<file path="config.mk">
export PLATFORM = sky130hd
export DESIGN_NAME = pll_reconfig_seq
export DESIGN_NICKNAME = d
export VERILOG_FILES = /design/src/rtl/pll_reconfig_seq.sv
export SDC_FILE = /design/constraint.sdc
export NUM_CORES = 1
export LEC_CHECK = 0
export BUFFER_PORTS_ARGS = -buffer_cell sky130_fd_sc_hd__buf_2
export CAP_MARGIN = 20
export CORE_MARGIN = 1
export CORE_UTILIZATION = 40
export DETAILED_ROUTE_END_ITERATION = 7
export SYNTH_ARGS = -nofsm -noshare
export SYNTH_HDL_FRONTEND = slang
export SYNTH_SLANG_ARGS = --single-unit
</file>
<file path="constraint.sdc">
create_clock -name clk -period 2.25 [get_ports clk]
set_input_delay 0.225 -clock clk [delete_from_list [all_inputs] [get_ports clk]]
set_output_delay 0.225 -clock clk [all_outputs]
set_load 0.03 [all_outputs]
</file>
<file path="src/rtl/pll_reconfig_seq.sv">
// PLL reconfiguration sequencer: debounces a timing-mode request, issues the
// three-write fractional-M reconfiguration over the management port, then waits for re-lock.
module pll_reconfig_seq #(
  parameter logic [31:0] FRAC_NATIVE  = 32'd3639383488,
  parameter logic [31:0] FRAC_ADJ     = 32'd3262113561,
  parameter logic [5:0]  FRAC_ADDR    = 6'd7,
  parameter int          LOCK_STABLE  = 8,
  parameter logic [19:0] LOCK_TIMEOUT = 20'd1000000
) (
  input  logic        clk,
  input  logic        reset,
  input  logic        mode_req,
  input  logic        mgmt_waitrequest,
  input  logic        pll_locked,
  output logic        mgmt_write,
  output logic [5:0]  mgmt_address,
  output logic [31:0] mgmt_writedata,
  output logic        busy,
  output logic        mode_applied,
  output logic        done,
  output logic        error
);

  localparam int LW = $clog2(LOCK_STABLE + 1);
  localparam logic [LW-1:0] LOCK_STABLE_C = LW'(LOCK_STABLE);

  typedef enum logic [3:0] {
    IDLE, W_MODE, GAP_MODE, W_FRAC, GAP_FRAC, W_START, GAP_START, WAIT_BUSY, WAIT_LOCK
  } state_t;

  state_t        state, state_nxt;
  logic          mode_s1, mode_s2, lock_s1, lock_s2;
  logic          target, target_nxt;
  logic [1:0]    wb_cnt, wb_nxt;
  logic [LW-1:0] lock_cnt, lock_nxt, lock_inc;
  logic [19:0]   to_cnt, to_nxt, to_inc;
  logic          write_nxt, busy_nxt, applied_nxt, done_nxt, error_nxt;
  logic [5:0]    addr_nxt;
  logic [31:0]   data_nxt;

  // Handshake: a write strobe is registered only from a cycle in which
  // mgmt_waitrequest was sampled low; it lasts one cycle and is never held.
  always_comb begin
    state_nxt   = state;
    target_nxt  = target;
    wb_nxt      = wb_cnt;
    lock_nxt    = lock_cnt;
    to_nxt      = to_cnt;
    write_nxt   = 1'b0;
    addr_nxt    = mgmt_address;
    data_nxt    = mgmt_writedata;
    busy_nxt    = busy;
    applied_nxt = mode_applied;
    done_nxt    = 1'b0;
    error_nxt   = error;
    lock_inc    = lock_s2 ? lock_cnt + 1'b1 : '0;
    to_inc      = to_cnt + 20'd1;

    case (state)
      IDLE: begin
        // Two equal sync stages reject single-cycle glitches on mode_req.
        if (mode_s1 == mode_s2 && mode_s2 != mode_applied) begin
          target_nxt = mode_s2;
          busy_nxt   = 1'b1;
          state_nxt  = W_MODE;
        end
      end
      W_MODE: begin
        if (!mgmt_waitrequest) begin
          write_nxt = 1'b1;
          addr_nxt  = 6'd0;
          data_nxt  = 32'd0;
          state_nxt = GAP_MODE;
        end
      end
      GAP_MODE: state_nxt = W_FRAC;
      W_FRAC: begin
        if (!mgmt_waitrequest) begin
          write_nxt = 1'b1;
          addr_nxt  = FRAC_ADDR;
          data_nxt  = target ? FRAC_ADJ : FRAC_NATIVE;
          state_nxt = GAP_FRAC;
        end
      end
      GAP_FRAC: state_nxt = W_START;
      W_START: begin
        if (!mgmt_waitrequest) begin
          write_nxt = 1'b1;
          addr_nxt  = 6'd2;
          data_nxt  = 32'd0;
          state_nxt = GAP_START;
        end
      end
      GAP_START: begin
        wb_nxt    = 2'd0;
        state_nxt = WAIT_BUSY;
      end
      WAIT_BUSY: begin
        // waitrequest may still be low right after the start write; skip two cycles.
        if (wb_cnt != 2'd2) begin
          wb_nxt = wb_cnt + 2'd1;
        end else if (!mgmt_waitrequest) begin
          lock_nxt  = '0;
          to_nxt    = '0;
          state_nxt = WAIT_LOCK;
        end
      end
      WAIT_LOCK: begin
        lock_nxt = lock_inc;
        to_nxt   = to_inc;
        if (lock_inc == LOCK_STABLE_C) begin
          applied_nxt = target;
          error_nxt   = 1'b0;
          done_nxt    = 1'b1;
          busy_nxt    = 1'b0;
          state_nxt   = IDLE;
        end else if (to_inc == LOCK_TIMEOUT) begin
          error_nxt = 1'b1;
          busy_nxt  = 1'b0;
          state_nxt = IDLE;
        end
      end
      default: state_nxt = IDLE;
    endcase
  end

  always_ff @(posedge clk) begin
    if (reset) begin
      state          <= IDLE;
      mode_s1        <= 1'b0;
      mode_s2        <= 1'b0;
      lock_s1        <= 1'b0;
      lock_s2        <= 1'b0;
      target         <= 1'b0;
      wb_cnt         <= '0;
      lock_cnt       <= '0;
      to_cnt         <= '0;
      mgmt_write     <= 1'b0;
      mgmt_address   <= '0;
      mgmt_writedata <= '0;
      busy           <= 1'b0;
      mode_applied   <= 1'b0;
      done           <= 1'b0;
      error          <= 1'b0;
    end else begin
      state          <= state_nxt;
      mode_s1        <= mode_req;
      mode_s2        <= mode_s1;
      lock_s1        <= pll_locked;
      lock_s2        <= lock_s1;
      target         <= target_nxt;
      wb_cnt         <= wb_nxt;
      lock_cnt       <= lock_nxt;
      to_cnt         <= to_nxt;
      mgmt_write     <= write_nxt;
      mgmt_address   <= addr_nxt;
      mgmt_writedata <= data_nxt;
      busy           <= busy_nxt;
      mode_applied   <= applied_nxt;
      done           <= done_nxt;
      error          <= error_nxt;
    end
  end

endmodule

</file>
# Yosys cells after proc, flatten, opt, wreduce, memory -nomap -nowiden
# Cells that the tools add are included.
dict set report word_totals {
  reg_bits 78
  input_bits 5
  out_inout_bits 43
  elab_cells 98
}
dict set report classes {
  addsub 3
  n_eq_ne 22
  muxes 34
  n_bitwise 2
  reduce_logical 21
}
# cell count
set ops {}
lappend ops {{32-bit two-way mux} 2}
lappend ops {{32-bit case mux with 2 select lines} 1}
lappend ops {{4-bit two-way mux} 11}
lappend ops {{20-bit two-way mux} 2}
lappend ops {{20-bit case mux with 2 select lines} 1}
lappend ops {{4-bit case mux with 9 select lines} 1}
lappend ops {{29-bit two-way mux} 1}
lappend ops {{20-bit by 1-bit adder with 20-bit output (second input constant)} 1}
lappend ops {{20-bit equality test (second input constant)} 1}
lappend ops {{6-bit two-way mux} 3}
lappend ops {{2-bit != test (second input constant)} 9}
lappend ops {{6-bit case mux with 3 select lines} 1}
lappend ops {{4-bit by 3-bit equality test with 1-bit output (second input constant)} 4}
lappend ops {{2-bit nonzero test} 5}
lappend ops {{3-bit AND reduction} 3}
lappend ops {{4-bit by 2-bit equality test with 1-bit output (second input constant)} 2}
lappend ops {{4-bit equality test (second input constant)} 2}
lappend ops {{4-bit case mux with 2 select lines} 1}
lappend ops {{2-bit AND reduction} 4}
lappend ops {{1-bit two-way mux} 7}
lappend ops {{7-bit AND reduction} 1}
lappend ops {{2-bit OR reduction} 3}
lappend ops {{4-bit by 1-bit adder with 4-bit output (second input constant)} 1}
lappend ops {{4-bit by 1-bit equality test with 1-bit output (second input constant)} 1}
lappend ops {{other kinds (13)} 14}

# Depth between registers and ports, before layout
dict set report logic_depth {
  word_depth 5
  mapped_depth 9
  mapped_depth_nobuf 7
}

# Least setup slack after synthesis
# No wires, ideal clock.
dict set report synth_timing {
  path_type {register to register}
  from {reg to_cnt[0]}
  to {reg state[3]}
  setup_time_ps 116
  t_arrival_ps 1939
  t_required_ps 2134
  slack_ps 195
  stages_incl_launch_ff 8
  n_path_buf 0
  period_less_slack_ps 2055
  cell_sequence {dfxtp_1 ha_1 nand3_4 nor2_1 or3b_2 a2111oi_4 nand4_1 a31o_1}
}
dict set report synth_between {
  elab_chain_cells 4
}
# item line
set synth_rtl {}
lappend synth_rtl {{start, declared} 36} ;# logic [19:0] to_cnt, to_nxt, to_inc;
lappend synth_rtl {{start signal, assigned} 154} ;# to_cnt <= to_nxt;
lappend synth_rtl {{20-bit by 1-bit adder with 20-bit output} 57} ;# to_inc = to_cnt + 20'd1;
lappend synth_rtl {{20-bit equality test} 117} ;# end else if (to_inc == LOCK_TIMEOUT) begin
lappend synth_rtl {{3-bit != test (no source line)} -}
lappend synth_rtl {{7-bit AND reduction (no source line)} -}
lappend synth_rtl {{end signal, assigned} 146} ;# state <= state_nxt;
lappend synth_rtl {{end, declared} 31} ;# state_t state, state_nxt;
# No other way between the ends.
# A chain may end at the register's enable or synchronous reset.

# Worst setup path in the final report
# Same ends and word-level chain as after synthesis.

==> results_dict.tcl <==
set metrics [dict create \
    fin_nets 350 \
    synth_compound_area_frac 0.206 \
    status "finished clean" \
    tns_ns 0 \
    clockRootBuffer "clkbuf_8" \
    core_mm2 0.00635 \
    antenna_found_initial 0 \
    leakage_nw 1.10 \
    dieArea_mm2 0.00690 \
    drtPass1Iterations 4 \
    cp.required_ns 2.46 \
    fin_cells 420 \
    std_cell_rows 29 \
    htree_num_levels 2 \
    synthFlopType "dfxtp_1" \
    synthMuxAreaShare 0.00381 \
    finalSetupViolations 0 \
    synth_top_family_by_area "simple AND/OR/NAND/NOR gates" \
    grt_pass1_wl_um 9150 \
    grt_max_degree 26 \
    grt_setup_unrepaired "false" \
    criticalPathCategory "register to register" \
    hold_class "input pin to register" \
    synth-seq-cells 45 \
    yosysTopAreaCell "dfxtp_1" \
    antenna_cells 0 \
    wl_um 5540 \
    clk_pin_slew_worst_paths_ns 0.09 \
    gr-total-overflow 0 \
    crit_path_start_kind "register" \
    synth_fa_ha_area_frac 0.0143 \
    final_max_slew_viol_count 0 \
    fin_skew_ns 0.0101 \
    fin_util 0.440 \
    yosys_warnings 0 \
    irDropWorstVdd_mv 0.303 \
    endpoint_kind "register" \
    dp_cells 412 \
    start_util 0.414 \
    cts-resized-gates 0 \
    clock_sinks 45 \
    period_share 0.949 \
    drive_gt1_frac 0.187 \
    cts_tree "built" \
    synthArstFlopShare 0 \
    postSynthCellCount 330 \
    fmax_ghz 0.468 \
    drc_errors 0 \
    via_per_inst 5.42 \
    synth-simple-area-share 0.274 \
    worstMarginPinSlew_ns 0.578 \
    cp_data_arrival_time_ns 2.34 \
    syn_to_final_growth_pct 6.24 \
    vias 2276 \
    synth.distinct_cells 53 \
    netlist_top_cells_area "dfxtp_1, buf_4, nor2_1, nand2_1, a21oi_1" \
    fin_crit_ns 2.13 \
    cts_hold_buffers 0 \
    place_congestion 0.848 \
    die_h_um 83.1 \
    synth.avg_cell_area_um2 7.96 \
    maxCapViolCount 0 \
    post_synth_instance_area_mm2 0.00263 \
    grt_pass1_vias 1944 \
    hold_violations 0 \
    ys_seq_area_frac 0.343 \
    cts_setup_buffers 0 \
    slew_headroom 0.614 \
    synth_top_area_share 0.343 \
    cts_buffers 5 \
    cts_buffer_depth 2 \
    grt_use_total 0.160 \
    routedWlPerCell_um 13.2 \
    io_pins 48 \
    synth-xor-area-share 0.0233 \
    drtIter0Drc 89 \
    cp_max_fo 5 \
    insertion_delay_ns 0.31 \
    synth_most_common_cell "dfxtp_1" \
    ys_top_cells_by_count "dfxtp_1, nor2_1, buf_4" \
    power.density_mw_per_mm2 513 \
    hpwl_um 3890 \
    synth_edf_count 0 \
    ant_nets 0 \
    die_w_um 83.1 \
    numPortBuffers 36 \
]
area by class of cell:
cell class	instances	area, um2
Clock inverter	2	15.0
Multi-Input combinational cell	236	1410
Tap cell	77	96.3
Clock buffer	6	72.6
Timing Repair Buffer	49	278
Inverter	5	18.8
Sequential cell	45	901
Fill cell	650	3560
cell usage in the layout, fill, tap and decap left out, drive strengths merged, types with 2 or more instances in the layout:
cell type / n
clkbuf: 6
o21ai: 21
clkinvlp: 2
nand3: 14
nor3: 12
nor2b: 7
inv: 5
xnor2: 4
or3: 2
ha: 3
a311oi: 8
a41oi: 3
nand2: 30
and3: 7
a31oi: 3
nor2: 36
xor2: 3
dfxtp: 45
and2: 2
conb: 11
a32oi: 2
a21oi: 21
nand3b: 2
a2111oi: 2
buf: 49
a22oi: 4
o21a: 3
o31ai: 3
nor3b: 5
nor4: 6
nand4: 6
kinds of logic (layout without fill, tap and decap cells):
family          Yosys count  after routing
mux                       1              1
other cells               1             11
buf+inv                  59             62
flops                    45             45
compound gates           80             80
xor+xnor                  7              7
simple gates            134            134
fa+ha+maj                 3              3
critical path: stages, from the launching register on:
cell       delay, ns
dfxtp_1         0.35
ha_1            0.25
nand3_4         0.12
nor2_1          0.07
or3b_2          0.49
a2111oi_4       0.35
nand4_1         0.19
a31o_1          0.24
routing by layer:
metal | vias to the layer above | wire, um | share of wire | global-route usage
met4 | 0 | 92 | 0.017 | 0.0580
met2 | 59 | 2610 | 0.47 | 0.268
met3 | 10 | 213 | 0.038 | 0.0328
met1 | 1045 | 2630 | 0.47 | 0.204
met5 | - | 0 | 0 | 0
li1 | 1162 | - | - | -
where the power goes:
part | internal [mW] | switching, mW
clock network | 0.219 | 0.290
logic | 0.0266 | 0.0794
registers | 0.807 | 0.0109
total | 1.05 | 0.380
state kept, by name, indices dropped and copies added (netlist names):
signal / flops
to_cnt: 20
lock_cnt: 4
state: 4
mgmt_writedata: 3
mgmt_address: 2
wb_cnt: 2
busy: 1
done: 1
error: 1
lock_s1: 1
lock_s2: 1
mgmt_write: 1
mode_applied: 1
mode_s1: 1
mode_s2: 1
target: 1
through the flow:
step	power [mW]	setup WS [ns]	hold WS, ns	area, um2
finish	1.43	0.115	0.129	2790
global route	1.50	0.0190	0.141	2790
CTS	1.45	0.0571	0.120	2790
detailed placement	0.943	0.0773	0.438	2700
global placement	0.943	0.138	0.420	2700
floorplan	0.942	0.195	0.353	2670
path summary, 6_finish.rpt:
path	to	cells past startpoint	slack, ns	from
min	mode_s1	2	0.13	mode_req
min reg2reg	lock_s2	1	0.45	lock_s1
max reg2reg	state[3]	7	0.12	to_cnt[0]
max	state[3]	7	0.12	to_cnt[0]
Power figures use the tool's default switching activity.
